--- config.mk ---
export PLATFORM = sky130hd
export DESIGN_NAME = fetch_unit
export DESIGN_NICKNAME = d
export VERILOG_FILES = /design/src/rtl/fetch_pkg.sv /design/src/rtl/fetch_queue.sv /design/src/rtl/fetch_unit.sv
export SDC_FILE = /design/constraint.sdc
export NUM_CORES = 1
export LEC_CHECK = 0
export ABC_AREA = 1
export CAP_MARGIN = 20
export CORE_ASPECT_RATIO = 1.1
export CORE_UTILIZATION = 47
export CTS_CLUSTER_SIZE = 30
export DETAILED_ROUTE_END_ITERATION = 10
export PLACE_DENSITY = 0.71
export SLEW_MARGIN = 20
export SYNTH_ARGS = -nofsm -noshare
export SYNTH_HDL_FRONTEND = slang
export SYNTH_SLANG_ARGS = --single-unit
--- constraint.sdc ---
create_clock -name clock -period 16.2 [get_ports clock]
set_input_delay 3.24 -clock clock [delete_from_list [all_inputs] [get_ports clock]]
set_output_delay 3.24 -clock clock [all_outputs]
set_load 0.02 [all_outputs]
--- src/rtl/fetch_pkg.sv ---
// fetch_pkg: redirect kinds, fetch FSM encoding and default reset vector for fetch_unit
package fetch_pkg;
  localparam logic [1:0] RK_BRANCH = 2'b00;
  localparam logic [1:0] RK_JUMP = 2'b01;
  localparam logic [1:0] RK_JR = 2'b10;
  localparam logic [31:0] RESET_VEC = 32'h0040_0000;
  typedef enum logic [1:0] {S_REQ, S_WAIT, S_HALT} state_t;
endpackage

--- src/rtl/fetch_queue.sv ---
// fetch_queue: instruction FIFO with wrap-around pointers, occupancy count and synchronous flush
module fetch_queue
  import fetch_pkg::*;
#(
  parameter int W = 64,
  parameter int DEPTH = 4,
  localparam int AW = $clog2(DEPTH)
) (
  input logic clock,
  input logic reset_n,
  input logic push,
  input logic pop,
  input logic flush,
  input logic [W-1:0] din,
  output logic [W-1:0] dout,
  output logic full,
  output logic empty,
  output logic [AW:0] count
);
  logic [W-1:0] mem [DEPTH];
  logic [AW-1:0] wp, rp;
  assign full = count == (AW+1)'(DEPTH);
  assign empty = count == '0;
  assign dout = mem[rp];
  // pointers and occupancy; flush empties the queue regardless of push/pop
  always_ff @(posedge clock or negedge reset_n)
    if (!reset_n) begin
      wp <= '0;
      rp <= '0;
      count <= '0;
    end else if (flush) begin
      wp <= '0;
      rp <= '0;
      count <= '0;
    end else begin
      wp <= wp + AW'(push);
      rp <= rp + AW'(pop);
      count <= count + (AW+1)'(push) - (AW+1)'(pop);
    end
  // storage array, written at the tail
  always_ff @(posedge clock)
    if (push && !flush) mem[wp] <= din;
endmodule

--- src/rtl/fetch_unit.sv ---
// fetch_unit: registered-PC fetch sequencer with imem handshake, instruction queue and redirects; FETCH_HALT_ON_ZERO_EN halts on a zero instruction
module fetch_unit
  import fetch_pkg::*;
#(
  parameter int ADDR_W = 32,
  parameter int DATA_W = 32,
  parameter logic [31:0] RESET_PC = RESET_VEC,
  parameter int QDEPTH = 4
) (
  input logic clock,
  input logic reset_n,
  output logic imem_req_valid,
  input logic imem_req_ready,
  output logic [ADDR_W-1:0] imem_req_addr,
  input logic imem_rsp_valid,
  input logic [DATA_W-1:0] imem_rsp_data,
  input logic redirect_valid,
  input logic [1:0] redirect_kind,
  input logic [ADDR_W-1:0] redirect_pc,
  input logic [25:0] redirect_imm,
  input logic [ADDR_W-1:0] redirect_reg,
  output logic inst_valid,
  input logic inst_ready,
  output logic [DATA_W-1:0] inst_data,
  output logic [ADDR_W-1:0] inst_pc,
  output logic halted
);
  localparam int CW = $clog2(QDEPTH) + 1;
  localparam logic [ADDR_W-1:0] LOW28 = ADDR_W'(32'h0FFF_FFFF);
  state_t state, state_n;
  logic [ADDR_W-1:0] fetch_pc, pc_n, pc4, target;
  logic discard, disc_n, redir, acc, rsp, keep, zero, q_full, q_empty;
  logic [CW-1:0] q_count;
  assign pc4 = redirect_pc + ADDR_W'(4);
  assign target = redirect_kind == RK_BRANCH ? pc4 + {{(ADDR_W-18){redirect_imm[15]}}, redirect_imm[15:0], 2'b00}
                : redirect_kind == RK_JUMP ? (pc4 & ~LOW28) | ADDR_W'({redirect_imm, 2'b00})
                : redirect_reg;
  assign redir = redirect_valid && (redirect_kind == RK_BRANCH || redirect_kind == RK_JUMP || redirect_kind == RK_JR);
  assign imem_req_valid = reset_n && state == S_REQ && q_count < CW'(QDEPTH);
  assign imem_req_addr = fetch_pc;
  assign inst_valid = !q_empty;
`ifdef FETCH_HALT_ON_ZERO_EN
  assign zero = imem_rsp_data == '0;
  assign halted = state == S_HALT;
`else
  assign zero = 1'b0;
  assign halted = 1'b0;
`endif
  // next state: a redirect overrides the response path and arms discard if a request is in flight
  always_comb begin
    acc = imem_req_valid && imem_req_ready;
    rsp = state == S_WAIT && imem_rsp_valid;
    keep = rsp && !discard && !redir && !zero;
    state_n = acc ? S_WAIT : state;
    pc_n = keep ? fetch_pc + ADDR_W'(4) : fetch_pc;
    disc_n = rsp ? 1'b0 : discard;
    if (rsp) state_n = (discard || redir || !zero) ? S_REQ : S_HALT;
    if (redir) begin
      pc_n = target;
      disc_n = acc || (state == S_WAIT && !imem_rsp_valid);
      state_n = disc_n ? S_WAIT : S_REQ;
    end
  end
  // fetch state, PC and discard flag
  always_ff @(posedge clock or negedge reset_n)
    if (!reset_n) begin
      state <= S_REQ;
      fetch_pc <= ADDR_W'(RESET_PC);
      discard <= 1'b0;
    end else begin
      state <= state_n;
      fetch_pc <= pc_n;
      discard <= disc_n;
    end
  fetch_queue #(.W(ADDR_W + DATA_W), .DEPTH(QDEPTH)) u_queue (
    .clock(clock),
    .reset_n(reset_n),
    .push(keep && !q_full),
    .pop(inst_ready && !q_empty),
    .flush(redir),
    .din({fetch_pc, imem_rsp_data}),
    .dout({inst_pc, inst_data}),
    .full(q_full),
    .empty(q_empty),
    .count(q_count)
  );
endmodule

==> results_dict.tcl <==
set metrics [dict create \
    outcome "complete, no violations" \
    p_comb_frac 0.393 \
    netlist_area_mm2 0.0151 \
    critPathCapture "imem_req_valid" \
    area_delta_synth_final_pct 23.5 \
    crit_fanout 43 \
    min_period_ps 8020 \
    multi_input_area_mm2 0.00570 \
    detail_route.iter0.violations 876 \
    synth_nets 1736 \
    crit_buf_inv 2 \
    irDropWorstVdd_uv 111 \
    hold_buffers 0 \
    reg2reg_to "u_queue.mem[3][38]" \
    wl_met3_mm 2.45 \
    io_pins 229 \
    dominantRegCellSynth "edfxtp_1" \
    period_share 0.495 \
    max_slew_margin 0.352 \
    grt_max_degree 75 \
    drtAntennaViolNets 0 \
    drt_pass1_iterations 7 \
    worstSkewPairLatency_ps 530 \
    finalMaxSlewViolations 0 \
    tightestPinTransition_ps 972 \
    antenna_found_initial 0 \
    synth_top_area_share 0.508 \
    r2r-start "state[0]" \
    p_sw_frac 0.367 \
    num-nets-final 1945 \
    r2r_cells 9 \
    power_uw 2730 \
    drive_above_1_share 0.0592 \
    syn_inst 1564 \
    p_int_uw 1730 \
    yosys.area.top_type "edfxtp_1" \
    final_hold_viol_count 0 \
    endpoint_kind "output port" \
    critPathTopFamily "buffers and inverters" \
    setup_viol 0 \
    maxCapViolCount 0 \
    ys_ff_latch 297 \
    portBuffers 227 \
    cts_buffer_depth 3 \
    die_w_um 173 \
    rows 68 \
    setup.worst_path.start "reset_n" \
    reg2reg_slack_ps 13250 \
    layout_common_cells "nand2_1 (278), edfxtp_1 (256), clkdlybuf4s50_1 (226)" \
    skew_ps 20.0 \
    fin_tns_setup_ps 0 \
    worstSetupStartpointType "input pin" \
    p_leak_uw 0.00705 \
    synth_area_per_cell_um2 9.68 \
    die_area_mm2 0.0329 \
    grt_pass1_vias 11736 \
    crit_path_cell_trace "buf_2 -> nand2_1 -> nor2_1 -> clkdlybuf4s50_1" \
    drc_errors 0 \
    rsz0062_at_grt "false" \
    hp-class "reg2reg" \
    antenna_cells 0 \
    gp_congestion 0.966 \
    grt_overflow 0 \
    required_ps 12960 \
    path_depth 4 \
    dr.max_layer_used "met4" \
    cts_buffers 26 \
    fmax_ghz 0.125 \
    clk_pin_slew_worst_paths_ps 60 \
    wl_per_cell_um 17.9 \
    grtUsageTotal 0.237 \
    ys_types 56 \
    coreArea_mm2 0.0316 \
    start_util 0.480 \
    cp.arrival_ps 4780 \
    switching_power_uw 1000 \
    vias_per_cell 5.47 \
    max_stage_delay_ps 700 \
    seq_area_mm2 0.00872 \
    fill_cells 2702 \
    critPathKind "in2out" \
    grt_pass1_wl_mm 61.5 \
    synthTopCellsByArea "edfxtp_1 (51%), nand2_1 (6.9%), dfrtp_1 (6.6%), o21ai_0 (5.7%), nor2_1 (5.3%)" \
    met2_wirelength_mm 19.3 \
    root_buffer "clkbuf_16" \
    die_h_um 190 \
    p_seq_frac 0.375 \
    clock_sinks 297 \
    seq_area_frac_synth 0.575 \
    drt-met1-wl_mm 16.4 \
    synthArstFlopShare 0.138 \
    yosys_warnings 0 \
    synth_edf_count 256 \
    cp_slowest_cell "buf_2" \
    layout.cells.most_common "nand2_1" \
    post_cts_resized 0 \
    num_vias 12098 \
    power.density_mw_per_mm2 146 \
    wl_mm 39.6 \
    place_hpwl_mm 27.3 \
    h-tree-depth 1 \
    p_clk_frac 0.232 \
    tritoncts "built" \
    post-cts-setup-buffer-count 0 \
]
==> power by group through the flow <==
stage / clock (uW) / sequential, uW / combinational, uW
floorplan: 0 / 1020 / 597
global placement: 0 / 1030 / 1060
detailed placement: 0 / 1040 / 1070
CTS: 643 / 1020 / 1080
global route: 672 / 1040 / 1160
finish: 633 / 1020 / 1070
==> logic make-up after synthesis <==
group                      Yosys count  synth area share
xor gates and xnor gates            42            0.0243
DFF                                297             0.575
adders and majority gates           42            0.0357
AOI/OAI and AO/OA                  343             0.129
buffers and inverters              192            0.0493
and+or+nand+nor                    647             0.186
other                                1          0.000248
==> per-layer routing <==
metal	track usage	up-vias
met3	0.0283	81
li1	-	5879
met1	0.299	5691
met2	0.418	447
met5	0	-
met4	0.0933	0
==> final cells by class <==
class	count	area share
Clock inverter	12	0.00863
Sequential cell	297	0.466
Inverter	131	0.0264
Clock buffer	35	0.0383
Multi-Input combinational cell	1075	0.305
Timing Repair Buffer	242	0.127
Tap cell	420	0.0281
==> sequential cells by signal (all words and copies together), names as in the netlist <==
signal         count
state              1
u_queue.rp         2
u_queue.mem      256
discard            1
imem_req_addr     32
u_queue.count      3
u_queue.wp         2
==> through the flow <==
| step | setup slack (ps) | util | cell area [um2] | hold WS, ps | std cells |
|---|---|---|---|---|---|
| 2_1_floorplan | 7190 | - | 15100 | 464 | 1564 |
| 3_3_place_gp | 8050 | 0.565 | 17800 | 480 | 2165 |
| 3_5_place_dp | 8110 | 0.565 | 17800 | 497 | 2165 |
| 4_1_cts | 8110 | 0.592 | 18700 | 507 | 2212 |
| 5_1_grt | 7980 | 0.592 | 18700 | 535 | 2212 |
| 6_report | 8180 | 0.592 | 18700 | 501 | 2212 |
==> cell usage after synthesis (24+ instances only) <==
| library cell | count |
|---|---|
| dfrtp_1 | 40 |
| o22ai_1 | 65 |
| nand3_1 | 64 |
| nor3_1 | 24 |
| o21ai_0 | 172 |
| inv_1 | 127 |
| a21oi_1 | 59 |
| nor2_1 | 213 |
| clkbuf_1 | 45 |
| edfxtp_1 | 256 |
| ha_1 | 40 |
| nand2_1 | 278 |
==> worst min-delay path by stage <==
stage,slack (ps),from,endpoint,depth (start not counted)
after global routing,540,state[0],state[0],1
after CTS,510,state[0],state[0],1
after floorplan,460,state[0],state[0],1
final,500,state[0],state[0],1
after detailed placement,500,state[0],state[0],1
after global placement,480,state[0],state[0],1
(Power assumes the default switching activity.)
